$ cat src/rtl/tonegen_multi.sv
// NCH-channel square-wave tone generator on an Avalon-MM slave, each channel with an optional ms duration timer.
// Optional mix output (XOR of all channels) is enabled by defining TONEGEN_MIX_EN.
module tonegen_multi #(
   parameter int FCLK = 100_000_000,
   parameter int NCH  = 4,
   parameter int AW   = $clog2(NCH) + 1
) (
   input  logic            clk,
   input  logic            reset,
   input  logic [AW-1:0]   address,
   input  logic [31:0]     writedata,
   input  logic            write,
   input  logic            read,
   output logic [31:0]     readdata,
   output logic [NCH-1:0]  spkr,
   output logic [NCH-1:0]  busy
`ifdef TONEGEN_MIX_EN
   ,
   output logic            mix
`endif
);

   localparam int          PDIV   = FCLK / 1000;
   localparam int          PW     = (PDIV > 1) ? $clog2(PDIV) : 1;
   localparam logic [32:0] FCLK33 = 33'(FCLK);
   localparam logic [31:0] FHALF  = 32'(FCLK / 2);
   localparam logic [31:0] FMAX   = 32'(FCLK / 2 - 1);

   logic [PW-1:0]          pre;
   logic                   tick;
   logic                   sel;
   logic [AW-1:0]          ch_idx;
   logic [31:0]            freq_wr;
   logic [NCH-1:0][31:0]   freq_all;
   logic [NCH-1:0][30:0]   dur_all;
   logic [31:0]            rd_mux;

   assign sel     = address[0];
   assign ch_idx  = address >> 1;
   // Keep 2*freq below FCLK so at most one toggle can happen per cycle.
   assign freq_wr = (writedata >= FHALF) ? FMAX : writedata;

   // Shared ms prescaler; tick marks the wrap.
   assign tick = (pre == PW'(PDIV - 1));

   // NOTE: sequential state uses non-blocking assignments only, so every flop samples pre-edge values.
   always_ff @(posedge clk or posedge reset) begin
      if (reset)
         pre <= '0;
      else
         pre <= tick ? '0 : pre + PW'(1);
   end

   for (genvar c = 0; c < NCH; c++) begin : g_ch
      logic [31:0] freq_q;
      logic [32:0] acc_q;
      logic [30:0] dur_q;
      logic        spkr_q;
      logic [32:0] sum;
      logic        wr_freq;
      logic        wr_dur;
      logic        running;
      logic        dec;
      logic        expire;

      assign wr_freq = write && !sel && (ch_idx == AW'(c));
      assign wr_dur  = write &&  sel && (ch_idx == AW'(c));
      assign running = (freq_q != '0);
      assign dec     = tick && running && (dur_q != '0);
      assign expire  = dec && (dur_q == 31'd1);
      assign sum     = acc_q + {freq_q, 1'b0};

      // NOTE: per-channel state lives in flops, not RAM, so it is cleared by reset along with everything else.
      always_ff @(posedge clk or posedge reset) begin
         if (reset) begin
            freq_q <= '0;
            acc_q  <= '0;
            dur_q  <= '0;
            spkr_q <= 1'b0;
         end else begin
            if (wr_dur)
               dur_q <= writedata[30:0];
            else if (dec)
               dur_q <= dur_q - 31'd1;

            // A bus write in the expiry cycle overrides the self-silence.
            if (wr_freq) begin
               freq_q <= freq_wr;
               acc_q  <= '0;
            end else if (expire && !wr_dur) begin
               freq_q <= '0;
               acc_q  <= '0;
               spkr_q <= 1'b0;
            end else if (!running) begin
               acc_q  <= '0;
               spkr_q <= 1'b0;
            end else if (sum >= FCLK33) begin
               acc_q  <= sum - FCLK33;
               spkr_q <= ~spkr_q;
            end else begin
               acc_q  <= sum;
            end
         end
      end

      assign spkr[c]     = spkr_q;
      assign busy[c]     = running;
      assign freq_all[c] = freq_q;
      assign dur_all[c]  = dur_q;
   end

   // NOTE: default assignment first so the read mux can never infer a latch.
   always_comb begin
      rd_mux = '0;
      for (int i = 0; i < NCH; i++) begin
         if (ch_idx == AW'(i))
            rd_mux = sel ? {busy[i], dur_all[i]} : freq_all[i];
      end
   end

   always_ff @(posedge clk or posedge reset) begin
      if (reset)
         readdata <= '0;
      else if (read)
         readdata <= rd_mux;
   end

`ifdef TONEGEN_MIX_EN
   always_ff @(posedge clk or posedge reset) begin
      if (reset)
         mix <= 1'b0;
      else
         mix <= ^spkr;
   end
`endif

endmodule

$ cat config.mk
export PLATFORM = sky130hd
export DESIGN_NAME = tonegen_multi
export DESIGN_NICKNAME = d
export VERILOG_FILES = /design/src/rtl/tonegen_multi.sv
export SDC_FILE = /design/constraint.sdc
export NUM_CORES = 2
export LEC_CHECK = 0
export CORE_AREA = 2 2 263 265
export CTS_CLUSTER_DIAMETER = 50
export CTS_CLUSTER_SIZE = 12
export DETAILED_ROUTE_END_ITERATION = 16
export DIE_AREA = 0 0 265 267
export PLACE_DENSITY = 0.72
export SYNTH_ARGS = -nofsm -noshare
export SYNTH_HDL_FRONTEND = slang
export SYNTH_SLANG_ARGS = --single-unit
$ cat constraint.sdc
create_clock -name clk -period 14.8 [get_ports clk]
set_clock_uncertainty 0.15 [all_clocks]
set_input_delay 2.96 -clock clk [delete_from_list [all_inputs] [get_ports clk]]
set_output_delay 2.96 -clock clk [all_outputs]
set_load 0.01 [all_outputs]
==> metrics.cfg <==
[synthesis]
synth_edf_count = 0
ys_warn_count = 0
synth_top_cells_by_area = dfrtp_1, ha_1, xnor2_1, a21oi_1, nor2_1
synth-seq-cells = 433
netlist_area_mm2 = 0.0302
avgSynthCellArea_um2 = 8.72
synth_top_area_frac = 0.358
synth_area_leader_cell = dfrtp_1
syn_nets = 3653
synth_top_flop_cell = dfrtp_1
synth_async_sr_flop_share = 1.00
ys_seq_area_frac = 0.358
synth_cell_types = 98
postSynthCellCount = 3468

[sta]
tightest_slew_ps = 1360
finalHoldViolCount = 0
slew_headroom = 0.0817
setup_ws_ps = 8200
rsz0062_at_grt = false
clock.fmax_ghz = 0.152
period_needed_ps = 6600
setup_viol = 0
setup_tns_ps = 0
fin_crit_sh = 0.446
drv_slew = 0

[worst_setup_path]
crit_top_cell = buf_4
critPathKind = input pin to flip-flop
slowest_delay_ps = 990
path_cells = buf_2 > buf_4 > nand2b_1 > or2_2 > nand2_1 > nor4_2 > buf_4 > nor2_1 > buf_4 > nand2_1 > buf_4 > nor4_1 > mux2_2
cp-start-kind = input pin
slowest_stage = or2_2
critPathCaptureType = flip-flop
cp_max_fo = 62
worstPathArrival_ps = 6940
worstPathRequired_ps = 15140

[global_route]
grt_max_degree = 172
grt_pass1_wl_um = 152000
grt_remaining_overflow = 0
grt.total_usage = 0.276
antenna_found_initial = 5
grt_pass1_vias = 25500

[die]
die_height_um = 267
core-area_mm2 = 0.0680
ios = 79
start_util = 0.445
die_w_um = 265
dieArea_mm2 = 0.0708
fp-row-count = 96

[power_and_ir_drop]
p_clk_frac = 0.190
p_per_area_mw_per_mm2 = 209
switching_share = 0.449
leakagePower_uw = 0.0138
power.internal_uw = 3850
p_comb_frac = 0.551
seq_power_share = 0.258
ir_worst_vdd_mv = 0.0861
p_sw_uw = 3140
power_uw = 7000

[clock_tree]
clockBufferDepth = 3
clock_sinks = 433
clkTransAtPathRegs_ps = 60
cts_resized = 0
cts_buffers = 52
cts_tree = done
cts_htree_levels = 2
clockRootBuffer = clkbuf_16
clock_latency_ps = 630
cts_setup_buffers = 0
cts_hold_buf = 0

[placed_design]
gp_congestion = 0.997
io_buffer_count = 78
post-place-cells = 4278
post-place-ws_ps = 7740
hpwlAfterDp_um = 74300

[final_layout]
final_common_cell = dfrtp_1
area_growth_pct = 10.5
fin_util = 0.491
layout-drive-gt1-share = 0.0649
final_nets = 3635
final_cells = 4363
final.fill_count = 6355
final_cell_mix = dfrtp_1, nor2_1, nand2_1

[routing]
drc_errors = 0
route.vias.total = 27700
firstDrtPassIters = 6
drt-initial-drc-count = 2910
vias_per_cell = 6.34
drt-total-wl_um = 99600
drtAntennaViolNets = 0
routedWlPerCell_um = 22.8

[status]
status = complete, no violations

[min_path]
worstHoldPathType = flip-flop to flip-flop

[job]
drv_cap = 0

## power groups by stage
| stage | registers (µW) | clock network (µW) | logic [µW] |
|---|---|---|---|
| 6_report | 1810 | 1330 | 3860 |
| 5_1_grt | 1830 | 1390 | 4290 |
| 4_1_cts | 1800 | 1340 | 3800 |
| 3_5_place_dp | 1820 | 0 | 3770 |
| 3_3_place_gp | 1810 | 0 | 3720 |
| 2_1_floorplan | 1700 | 0 | 2980 |
## flip-flops by register name, indices dropped and copies added (netlist names)
| register | count |
|---|---|
| readdata | 32 |
| g_ch.acc_q | 128 |
| g_ch.dur_q | 124 |
| pre | 17 |
| g_ch.freq_q | 128 |
| g_ch.spkr_q | 4 |
## worst paths after layout
path | start | slack, ps | cells past startpoint | endpoint
min in group asynchronous | reset | 2540 | 2 | readdata[24]
max in group asynchronous | reset | 9710 | 4 | g_ch[0].freq_q[4]
hold / removal | pre[14] | 340 | 1 | pre[14]
hold reg to reg | pre[14] | 340 | 1 | pre[14]
setup / recovery | address[2] | 8200 | 13 | g_ch[1].acc_q[28]
setup reg to reg | g_ch[2].freq_q[0] | 9210 | 16 | g_ch[2].spkr_q
## stage by stage
stage                     instance area, µm²  hold slack (ps)
after floorplan                        30200              304
after global placement                 31700              327
after detailed placement               31700              331
after CTS                              33400              342
after global routing                   33400              355
final                                  33400              340
## cell usage after synthesis, drive strengths merged, types with 28 or more instances
library cell,n
dfrtp,433
nor2,387
nand2,315
a21oi,307
xnor2,190
o21ai,178
ha,142
clkbuf,137
nand3,92
mux2i,89
nor3,89
o22ai,87
nor4,77
xor2,72
nand4,56
and2,55
inv,55
a21o,53
or3,53
and3,51
buf,48
a22o,36
mux4,36
o211ai,34
a211oi,28
a31oi,28
## critical path, delay by kind of cell
family | cells | cell delay (ps)
simple gates | 7 | 2190
buf+inv | 5 | 1410
mux | 1 | 280
## layer usage
metal / vias to the layer above / GRT usage / share of wire
met1: 13200 / 0.377 / 0.41
li1: 12700 / - / -
met2: 1430 / 0.420 / 0.43
met3: 304 / 0.0543 / 0.10
met5: - / 0 / 0.00080
met4: 8 / 0.133 / 0.052
## cells by family after synthesis
logic type | after synthesis | share of synthesized area
AND/OR/NAND/NOR | 1319 | 0.214
AO/OA/AOI/OAI | 933 | 0.198
flip-flops | 433 | 0.358
XOR/XNOR | 262 | 0.0759
buffers and inverters | 240 | 0.0323
adder cells (fa/ha/maj) | 146 | 0.0614
multiplexers | 135 | 0.0600
## cell type report
cell class	instances	area [µm²]	area share
Multi-Input combinational cell	2795	18500	0.552
Sequential cell	433	10800	0.324
Clock buffer	61	1410	0.0421
Tap cell	882	1100	0.0330
Timing Repair Buffer	113	1050	0.0315
Clock inverter	23	342	0.0102
Inverter	55	210	0.00629
Antenna cell	1	2.50	0.0000749
(Power assumes the default switching activity.)
